==> src/rtl/core_inst_pkg.sv <==
// core_inst_pkg
//   Shared definitions for the PE-core instruction sequencer.
//   - Bit positions of every named field in the 64-bit core inst bus.
//   - IDLE_INST: the quiescent instruction. Both SRAMs are deselected and
//     write-disabled, and every other bit is 0.
//   - state_t: sequencer FSM states.
//   - inst_fields_t / idle_fields(): named-field view of one instruction.
package core_inst_pkg;

  localparam int INST_W = 64;
  localparam int ADDR_W = 11;

  // Field bit positions on the inst bus
  localparam int B_LOAD        = 0;
  localparam int B_EXECUTE     = 1;
  localparam int B_L0_WR       = 2;
  localparam int B_L0_RD       = 3;
  localparam int B_IFIFO_RD    = 4;
  localparam int B_IFIFO_WR    = 5;
  localparam int B_OFIFO_RD    = 6;
  localparam int B_A_XMEM_LSB  = 7;   // [17:7]
  localparam int B_WEN_XMEM    = 18;
  localparam int B_CEN_XMEM    = 19;
  localparam int B_A_PMEM_LSB  = 20;  // [30:20]
  localparam int B_WEN_PMEM    = 31;
  localparam int B_CEN_PMEM    = 32;
  localparam int B_ACC         = 33;
  localparam int B_PASSTHROUGH = 34;
  localparam int B_REN_PMEM    = 35;

  // CEN_pmem, WEN_pmem, CEN_xmem and WEN_xmem high; everything else low
  localparam logic [INST_W-1:0] IDLE_INST = 64'h0000_0001_800C_0000;

  typedef enum logic [2:0] {
    ST_IDLE       = 3'd0,
    ST_W_FETCH    = 3'd1,
    ST_W_LOAD     = 3'd2,
    ST_SETTLE     = 3'd3,
    ST_A_STREAM   = 3'd4,
    ST_DRAIN_WAIT = 3'd5,
    ST_DRAIN_RD   = 3'd6,
    ST_DRAIN_WR   = 3'd7
  } state_t;

  typedef struct packed {
    logic              ren_pmem;
    logic              passthrough;
    logic              acc;
    logic              cen_pmem;
    logic              wen_pmem;
    logic [ADDR_W-1:0] a_pmem;
    logic              cen_xmem;
    logic              wen_xmem;
    logic [ADDR_W-1:0] a_xmem;
    logic              ofifo_rd;
    logic              ififo_wr;
    logic              ififo_rd;
    logic              l0_rd;
    logic              l0_wr;
    logic              execute;
    logic              load;
  } inst_fields_t;

  // Field values that pack to IDLE_INST
  function automatic inst_fields_t idle_fields();
    inst_fields_t f;
    f             = '0;
    f.cen_pmem    = 1'b1;
    f.wen_pmem    = 1'b1;
    f.cen_xmem    = 1'b1;
    f.wen_xmem    = 1'b1;
    return f;
  endfunction

endpackage

==> src/rtl/core_inst_pack.sv <==
// core_inst_pack
//   Combinational packing of the named instruction fields onto the 64-bit
//   core inst bus. Bits [63:36] are always 0.
// Ports
//   i_fields  in   inst_fields_t  named field values
//   o_inst    out  64             packed instruction word
module core_inst_pack
  import core_inst_pkg::*;
(
  input  inst_fields_t        i_fields,
  output logic [INST_W-1:0]   o_inst
);

  always_comb begin
    o_inst                                 = '0;
    o_inst[B_LOAD]                         = i_fields.load;
    o_inst[B_EXECUTE]                      = i_fields.execute;
    o_inst[B_L0_WR]                        = i_fields.l0_wr;
    o_inst[B_L0_RD]                        = i_fields.l0_rd;
    o_inst[B_IFIFO_RD]                     = i_fields.ififo_rd;
    o_inst[B_IFIFO_WR]                     = i_fields.ififo_wr;
    o_inst[B_OFIFO_RD]                     = i_fields.ofifo_rd;
    o_inst[B_A_XMEM_LSB +: ADDR_W]         = i_fields.a_xmem;
    o_inst[B_WEN_XMEM]                     = i_fields.wen_xmem;
    o_inst[B_CEN_XMEM]                     = i_fields.cen_xmem;
    o_inst[B_A_PMEM_LSB +: ADDR_W]         = i_fields.a_pmem;
    o_inst[B_WEN_PMEM]                     = i_fields.wen_pmem;
    o_inst[B_CEN_PMEM]                     = i_fields.cen_pmem;
    o_inst[B_ACC]                          = i_fields.acc;
    o_inst[B_PASSTHROUGH]                  = i_fields.passthrough;
    o_inst[B_REN_PMEM]                     = i_fields.ren_pmem;
  end

endmodule

==> src/rtl/core_inst_seq.sv <==
// core_inst_seq
//   Sequencer that drives the PE core instruction bus through one full
//   convolution tile. For each kernel index kij: fetch weights from xmem into
//   L0, load them into the array, let the array settle, stream activations,
//   then drain the OFIFO into PSUM SRAM (accumulating for kij > 0).
// Ports
//   clk          in   1   clock
//   reset        in   1   asynchronous active-high reset (aborts the tile)
//   start        in   1   1-cycle request, honoured only in IDLE
//   ofifo_valid  in   1   core OFIFO holds a full column-aligned row
//   inst         out  64  registered core instruction bus
//   busy         out  1   high whenever the FSM is not in IDLE
//   done         out  1   1-cycle pulse with the final drain write
//   kij          out  4   current kernel index
module core_inst_seq
  import core_inst_pkg::*;
#(
  parameter int row     = 8,
  parameter int col     = 8,
  parameter int LEN_KIJ = 9,
  parameter int LEN_NIJ = 36,
  parameter int W_BASE  = 1024,
  parameter int A_BASE  = 0,
  parameter int P_BASE  = 0,
  parameter int SETTLE  = 16
) (
  input  logic              clk,
  input  logic              reset,
  input  logic              start,
  input  logic              ofifo_valid,
  output logic [INST_W-1:0] inst,
  output logic              busy,
  output logic              done,
  output logic [3:0]        kij
);

  // One shared phase counter; 8 bits covers LEN_NIJ+1, col and SETTLE.
  localparam int CNT_W = 8;
  // The array needs at least row+col idle cycles to flush; never settle less.
  localparam int SETTLE_EFF = (SETTLE < row + col) ? (row + col) : SETTLE;

  localparam logic [CNT_W-1:0] C_COL      = CNT_W'(col);
  localparam logic [CNT_W-1:0] C_COL_LAST = CNT_W'(col - 1);
  localparam logic [CNT_W-1:0] C_SET_LAST = CNT_W'(SETTLE_EFF - 1);
  localparam logic [CNT_W-1:0] C_NIJ      = CNT_W'(LEN_NIJ);
  localparam logic [CNT_W-1:0] C_NIJ_END  = CNT_W'(LEN_NIJ + 1);
  localparam logic [CNT_W-1:0] C_P_LAST   = CNT_W'(LEN_NIJ - 1);
  localparam logic [3:0]       C_KIJ_LAST = 4'(LEN_KIJ - 1);

  state_t             r_state;
  state_t             w_next_state;
  logic [CNT_W-1:0]   r_cnt;
  logic [CNT_W-1:0]   w_cnt_nxt;
  logic [CNT_W-1:0]   r_p;
  logic [CNT_W-1:0]   w_p_nxt;
  logic [3:0]         r_kij;
  logic [3:0]         w_kij_nxt;
  logic               w_done_nxt;
  logic [INST_W-1:0]  r_inst;
  logic               r_busy;
  logic               r_done;
  inst_fields_t       w_fields;
  logic [INST_W-1:0]  w_inst;

  // Address arithmetic wraps at 11 bits by construction.
  logic [ADDR_W-1:0]  w_w_addr;
  logic [ADDR_W-1:0]  w_a_addr;
  logic [ADDR_W-1:0]  w_p_addr;

  assign w_w_addr = ADDR_W'(W_BASE) + ADDR_W'(r_kij) * ADDR_W'(col) + ADDR_W'(r_cnt);
  assign w_a_addr = ADDR_W'(A_BASE) + ADDR_W'(r_cnt);
  assign w_p_addr = ADDR_W'(P_BASE) + ADDR_W'(r_p);

  // Next-state, counter updates and instruction fields for the current state
  always_comb begin
    w_next_state = r_state;
    w_cnt_nxt    = r_cnt;
    w_p_nxt      = r_p;
    w_kij_nxt    = r_kij;
    w_done_nxt   = 1'b0;
    w_fields     = idle_fields();

    case (r_state)
      ST_IDLE: begin
        if (start) begin
          w_next_state = ST_W_FETCH;
          w_kij_nxt    = 4'd0;
          w_cnt_nxt    = '0;
          w_p_nxt      = '0;
        end else begin
          w_next_state = ST_IDLE;
        end
      end

      // SRAM data lags its address by a cycle, so the L0 write trails the
      // fetch by one and the phase runs col+1 cycles.
      ST_W_FETCH: begin
        if (r_cnt < C_COL) begin
          w_fields.cen_xmem = 1'b0;
          w_fields.a_xmem   = w_w_addr;
        end else begin
          w_fields.cen_xmem = 1'b1;
        end
        w_fields.l0_wr = (r_cnt >= 8'd1);
        if (r_cnt == C_COL) begin
          w_next_state = ST_W_LOAD;
          w_cnt_nxt    = '0;
        end else begin
          w_cnt_nxt    = r_cnt + 8'd1;
        end
      end

      ST_W_LOAD: begin
        w_fields.l0_rd = 1'b1;
        w_fields.load  = 1'b1;
        if (r_cnt == C_COL_LAST) begin
          w_next_state = ST_SETTLE;
          w_cnt_nxt    = '0;
        end else begin
          w_cnt_nxt    = r_cnt + 8'd1;
        end
      end

      ST_SETTLE: begin
        if (r_cnt == C_SET_LAST) begin
          w_next_state = ST_A_STREAM;
          w_cnt_nxt    = '0;
        end else begin
          w_cnt_nxt    = r_cnt + 8'd1;
        end
      end

      // Three-stage pipeline: fetch at n, L0 write at n+1, execute at n+2.
      ST_A_STREAM: begin
        if (r_cnt < C_NIJ) begin
          w_fields.cen_xmem = 1'b0;
          w_fields.a_xmem   = w_a_addr;
        end else begin
          w_fields.cen_xmem = 1'b1;
        end
        w_fields.l0_wr   = (r_cnt >= 8'd1) && (r_cnt <= C_NIJ);
        w_fields.l0_rd   = (r_cnt >= 8'd2);
        w_fields.execute = (r_cnt >= 8'd2);
        if (r_cnt == C_NIJ_END) begin
          w_next_state = ST_DRAIN_WAIT;
          w_cnt_nxt    = '0;
          w_p_nxt      = '0;
        end else begin
          w_cnt_nxt    = r_cnt + 8'd1;
        end
      end

      ST_DRAIN_WAIT: begin
        if (ofifo_valid) begin
          w_next_state = ST_DRAIN_RD;
        end else begin
          w_next_state = ST_DRAIN_WAIT;
        end
      end

      ST_DRAIN_RD: begin
        w_fields.cen_pmem = 1'b0;
        w_fields.ren_pmem = 1'b1;
        w_fields.a_pmem   = w_p_addr;
        w_next_state      = ST_DRAIN_WR;
      end

      // kij 0 overwrites stale PSUM; later kernel positions accumulate.
      ST_DRAIN_WR: begin
        w_fields.cen_pmem = 1'b0;
        w_fields.wen_pmem = 1'b0;
        w_fields.a_pmem   = w_p_addr;
        w_fields.ofifo_rd = 1'b1;
        w_fields.acc      = (r_kij != 4'd0);
        if (r_p < C_P_LAST) begin
          w_p_nxt      = r_p + 8'd1;
          w_next_state = ST_DRAIN_WAIT;
        end else if (r_kij < C_KIJ_LAST) begin
          w_kij_nxt    = r_kij + 4'd1;
          w_cnt_nxt    = '0;
          w_next_state = ST_W_FETCH;
        end else begin
          w_done_nxt   = 1'b1;
          w_next_state = ST_IDLE;
        end
      end

      default: begin
        w_next_state = ST_IDLE;
      end
    endcase
  end

  core_inst_pack u_pack (
    .i_fields (w_fields),
    .o_inst   (w_inst)
  );

  // FSM state, counters and registered outputs
  always_ff @(posedge clk or posedge reset) begin
    if (reset) begin
      r_state <= ST_IDLE;
      r_cnt   <= '0;
      r_p     <= '0;
      r_kij   <= 4'd0;
      r_inst  <= IDLE_INST;
      r_busy  <= 1'b0;
      r_done  <= 1'b0;
    end else begin
      r_state <= w_next_state;
      r_cnt   <= w_cnt_nxt;
      r_p     <= w_p_nxt;
      r_kij   <= w_kij_nxt;
      r_inst  <= w_inst;
      r_busy  <= (w_next_state != ST_IDLE);
      r_done  <= w_done_nxt;
    end
  end

  assign inst = r_inst;
  assign busy = r_busy;
  assign done = r_done;
  assign kij  = r_kij;

endmodule
==> config.mk <==
export PLATFORM = sky130hd
export DESIGN_NAME = core_inst_seq
export DESIGN_NICKNAME = d
export VERILOG_FILES = /design/src/rtl/core_inst_pkg.sv /design/src/rtl/core_inst_pack.sv /design/src/rtl/core_inst_seq.sv
export SDC_FILE = /design/constraint.sdc
export NUM_CORES = 1
export LEC_CHECK = 0
export ABC_CLOCK_PERIOD_IN_PS = 4000
export CORE_UTILIZATION = 40
export DETAILED_ROUTE_END_ITERATION = 7
export GPL_ROUTABILITY_DRIVEN = 0
export PLACE_DENSITY_LB_ADDON = 0.2
export SETUP_SLACK_MARGIN = 0.5
export SLEW_MARGIN = 0
export SYNTH_ARGS = -nofsm -noshare
export SYNTH_HDL_FRONTEND = slang
export SYNTH_HIERARCHICAL = 1
export SYNTH_SLANG_ARGS = --single-unit
==> constraint.sdc <==
create_clock -name clk -period 4 [get_ports clk]
set_input_delay 0.6 -clock clk [delete_from_list [all_inputs] [get_ports clk]]
set_output_delay 0.6 -clock clk [all_outputs]
set_load 0.02 [all_outputs]
### Word level (Yosys, flattened, before mapping)

Cells that the tools add are included.

| cells by class | value |
|---|---|
| add/subtract/negate cells | 5 |
| $lt $le $gt $ge | 7 |
| equality and inequality tests | 16 |
| muxes and demuxes | 43 |
| reductions and logical operators | 11 |

Operators by type and width:

| kind | count |
|---|---|
| 2-to-1 mux 8 bit | 11 |
| case mux 8 bit (6 select lines) | 1 |
| case mux 3 bit (8 select lines) | 1 |
| case mux 8 bit (3 select lines) | 1 |
| case mux 11 bit (2 select lines) | 1 |
| adder 8 x 1 -> 8 bit (second input constant) | 2 |
| == test 8 x 4 -> 1 bit (second input constant) | 2 |
| < comparator 8 x 6 -> 1 bit (second input constant) | 2 |
| 2-to-1 mux 3 bit | 5 |
| 2-to-1 mux 1 bit | 14 |
| == test 3 bit (second input constant) | 4 |
| 2-to-1 mux 4 bit | 3 |
| AND reduction 4 bit | 3 |
| adder 11 x 7 -> 11 bit (first input constant) | 1 |
| adder 11 x 8 -> 11 bit | 1 |
| 2-to-1 mux 11 bit | 1 |
| != test 2 bit (second input constant) | 5 |
| == test 8 x 3 -> 1 bit (second input constant) | 1 |
| == test 8 x 6 -> 1 bit (second input constant) | 1 |
| greater-or-equal comparator 8 x 1 -> 1 bit (second input constant) | 1 |
| greater-or-equal comparator 8 x 2 -> 1 bit (second input constant) | 1 |
| less-or-equal comparator 8 x 6 -> 1 bit (second input constant) | 1 |
| < comparator 8 x 4 -> 1 bit (second input constant) | 1 |
| case mux 4 bit (2 select lines) | 1 |
| 13 further kinds | 17 |

| storage, ports and cells | value |
|---|---|
| register bits | 57 |
| input port bits | 4 |
| output and inout port bits | 70 |
| logic and storage cells | 89 |

### Depth between registers and ports, before layout

| depth | value |
|---|---|
| depth after elaboration | 5 |
| depth in mapped cells | 8 |

### Cells and area by module

Netlist, hierarchy kept.

By module, submodules not included:

| module | times used | cells each | area an instance (µm²) | seq. area each (µm²) |
|---|---|---|---|---|
| core_inst_seq | 1 | 297 | 3535.9 | 2232.1 |
| core_inst_pack | 1 | 65 | 484.2 | 0.0 |

### Worst setup path after synthesis

Ideal clock, no wire load.

| timing | value |
|---|---|
| path type | flip-flop to flip-flop |
| from | register r_cnt[0] |
| to | register r_cnt[1] |
| setup time | 0.121 ns |
| data arrival time | 1.893 ns |
| slack | 1.986 ns |
| cell stages (with the launch flop) | 8 |
| clock period less this slack | 2.014 ns |
| cell sequence | dfrtp_1 -> inv_1 -> ha_1 -> or3b_2 -> a211oi_2 -> o221ai_2 -> buf_6 -> a22o_1 |

| on the way | value |
|---|---|
| cells in the longest elaborated chain, start to end | 3 |
| elaborated cells on any way between the ends | 10 |
| those cells by class | add/sub (1); eq/ne (4); mux (5) |

RTL lines:

| item | RTL line | text |
|---|---|---|
| start: declaration | core_inst_seq.sv:52 | `logic [CNT_W-1:0] r_cnt;` |
| start signal: assignment | core_inst_seq.sv:211 | `r_cnt <= w_cnt_nxt;` |
| adder 8 x 1 -> 8 bit (tied with other cells) | n/a |  |
| 2-to-1 mux 8 bit (on tied branches) | n/a |  |
| case mux 8 bit (6 select lines) (*) | core_inst_seq.sv:83 | `case (r_state)` |

Mark *: on every way between the ends. The rest lies on a longest branch, timed or not.
A chain may end at the register's enable or synchronous reset.

==> run metrics <==
worst-case clock buffer depth 2; CTS tree built; core area 9770 sq um; NumNets Final 423; DIE AREA 10500 sq um; sequential-to-total area share from yosys stat 0.555; Hold Crit Class flop to flop; Worst Skew 0.0102 ns; final setup fails 0; ys async rst share 1.00; WL/cell 12.9 um; row cnt 36; antenna violations before repair 0; clock sinks 89; Port Buffers 73; pwr dens 568 nW/um^2; gr usage total 0.147; Worst Reg-to-Reg Cells 5; Hold EP r_p[7]; Tcrit/Tclk final 0.601; hold wc startpoint r_p[7]; router iterations before antenna repair 4; number of H-tree levels 3; CTS root buf clkbuf_8; Layout area overhead 17.4%; DRC 0; post-CTS setup buffer count 0; TritonCTS buffer count 9; DRT iter0 DRCs 76; Cells after Synth 362; Die Wd 102 um; Via density 4.58; max-slew violation count 0; hold-critical path depth 1; Worst R2R End inst[8]; max_cap viols 0; hold_ws 0.548 ns; ANT nets after route 0; share of layout cells above drive strength 1 0.0874; Setup crit end kind flop; hold-fix buffers at CTS 0; # resized after CTS 0; Critical Path RT 4.30 ns; Final Hold Vio Count 0; wirelength, routed 7030 um; syn_area_per_cell 11.1 sq um; post-DP HPWL 4970 um; Die Ht 102 um; vias in the first global route 2378; Clock Latency Late Sink 0.35 ns; IO Pins 74; Top FF cell, synth dfrtp_1; total power 2.68 mW; RR Startpoint r_state[1]; final core utilization 0.483; critical path arrival 2.70 ns; clock slew at reported path FFs 0.09 ns; R2R Setup Slk 1.60 ns; Post-synth EDFFs 0; Critical Path Fanout Max 25; YS warnings 6; leakage 2.13 nW; Starting Density 0.411; Tmin final 2.40 ns; Slew HR 0.390; first-pass GRT wire length 11700 um; final setup TNS 0 ns; Crit Path Class flop to flop; Yosys reg bits 89; largest net degree at the start of global routing 33; Distinct cells, synth 55; Fillers 916; diodes inserted 0; Vias 2494; Worst VDD drop 0.000287 V; Achievable Freq 416 MHz; GRT Residual Overflow 0; Post-Syn Area 4020 sq um; RSZ-0062 raised after global routing false; status finished clean; Startpoint Class flop; Least-Margin Pin Slew 0.906 ns
-- synth_stat cells, types with 2 or more instances --
master | instances | area, sq um
nand2b_1 | 4 | 25.0
nand3b_1 | 4 | 30.0
o21a_1 | 2 | 15.0
conb_1 | 3 | 11.3
buf_4 | 64 | 480
a21o_1 | 3 | 22.5
inv_1 | 16 | 60.1
nand3_1 | 17 | 85.1
a21oi_1 | 14 | 70.1
dfstp_2 | 4 | 105
nand2_1 | 17 | 63.8
mux2i_1 | 2 | 20.0
nor2_1 | 21 | 78.8
ha_1 | 11 | 138
a22o_1 | 3 | 26.3
or2_2 | 3 | 18.8
dfrtp_1 | 85 | 2130
nor2b_1 | 4 | 25.0
xor2_1 | 3 | 26.3
and3_1 | 8 | 50.1
nor4_1 | 4 | 25.0
nand4_1 | 3 | 18.8
o21ai_0 | 13 | 65.1
clkbuf_1 | 6 | 22.5
buf_6 | 3 | 33.8
or3_1 | 3 | 18.8
nor3_1 | 8 | 40.0
a31oi_1 | 3 | 18.8
and2_1 | 5 | 31.3
-- per-stage QoR --
stage	worst slack, ns	area [sq um]	instances
after floorplan	1.10	4150	396
after global placement	1.57	4520	529
after detailed placement	1.56	4520	529
after CTS	1.63	4720	545
after global routing	1.32	4720	545
final	1.60	4720	545
-- state kept, by name, indices dropped and copies added, names as in the netlist --
register and count:
busy 1, done 1, inst 64, kij 4, r_cnt 8, r_p 8, r_state 3
-- critical path: stages (launching register included) --
cell and delay, ns:
dfrtp_1 0.65, nor2_1 0.30, nand2_1 0.18, nor4_1 0.81, or2_2 0.28, and2_1 0.13
-- power breakdown --
part / switching [mW] / internal, mW
registers: 0.192 / 1.06
logic: 0.455 / 0.352
clock network: 0.316 / 0.309
total: 0.963 / 1.72
-- layer usage --
layer | up-vias | GRT usage | share of wire
met3 | 13 | 0.0438 | 0.068
met4 | 0 | 0.0637 | 0.020
met1 | 1171 | 0.200 | 0.48
li1 | 1216 | - | -
met2 | 94 | 0.218 | 0.43
met5 | - | 0 | 0
-- final cells by class --
class	instances	area, sq um	share of cell area
multi-input cells	216	1310	0.278
clock inverters	5	62.6	0.0133
flip-flops and latches	89	2230	0.473
inverters	16	61.3	0.0130
well taps	133	166	0.0353
clock buffers	11	141	0.0300
repair buffers	75	746	0.158
-- kinds of logic (layout without fill, tap and decap cells) --
| family | count (synthesis) | after routing | share of synthesized area |
|---|---|---|---|
| buf+inv | 91 | 107 | 0.151 |
| fa+ha+maj | 12 | 12 | 0.0392 |
| other cells | 3 | 37 | 0.00280 |
| compound gates | 53 | 53 | 0.0934 |
| mux | 3 | 3 | 0.00778 |
| simple gates | 108 | 108 | 0.144 |
| flops | 89 | 89 | 0.555 |
| xor+xnor | 3 | 3 | 0.00654 |
-- layout by cell type (no fill, tap or decap), types with 2 or more instances in the layout --
master,instances
ha_1,11
nand2_1,17
a21oi_1,14
a21o_1,3
clkdlybuf4s50_1,73
clkinvlp_4,2
and3_1,8
nand3b_1,4
nand4_1,3
o21a_1,2
nor3_1,8
clkbuf_8,10
or3_1,3
nor4_1,4
nor2_1,21
mux2i_1,2
xor2_1,3
inv_1,15
dfstp_2,4
nand3_1,17
nand2b_1,4
and2_1,5
o21ai_0,13
a22o_1,3
buf_4,2
nor2b_1,4
or2_2,3
dfrtp_1,85
conb_1,37
a31oi_1,3
-- worst max-delay path by stage --
stage          endpoint  slack [ns]  cells after the start  startpoint
3_3_place_gp     r_p[6]        1.57                      5       start
2_1_floorplan      busy        1.10                      1       reset
3_5_place_dp     kij[2]        1.56                      6       start
6_report        inst[8]        1.60                      5  r_state[1]
5_1_grt         inst[8]        1.32                      5  r_state[1]
4_1_cts         inst[8]        1.63                      5  r_state[1]
Note: power is estimated with default switching activity, not from simulation.
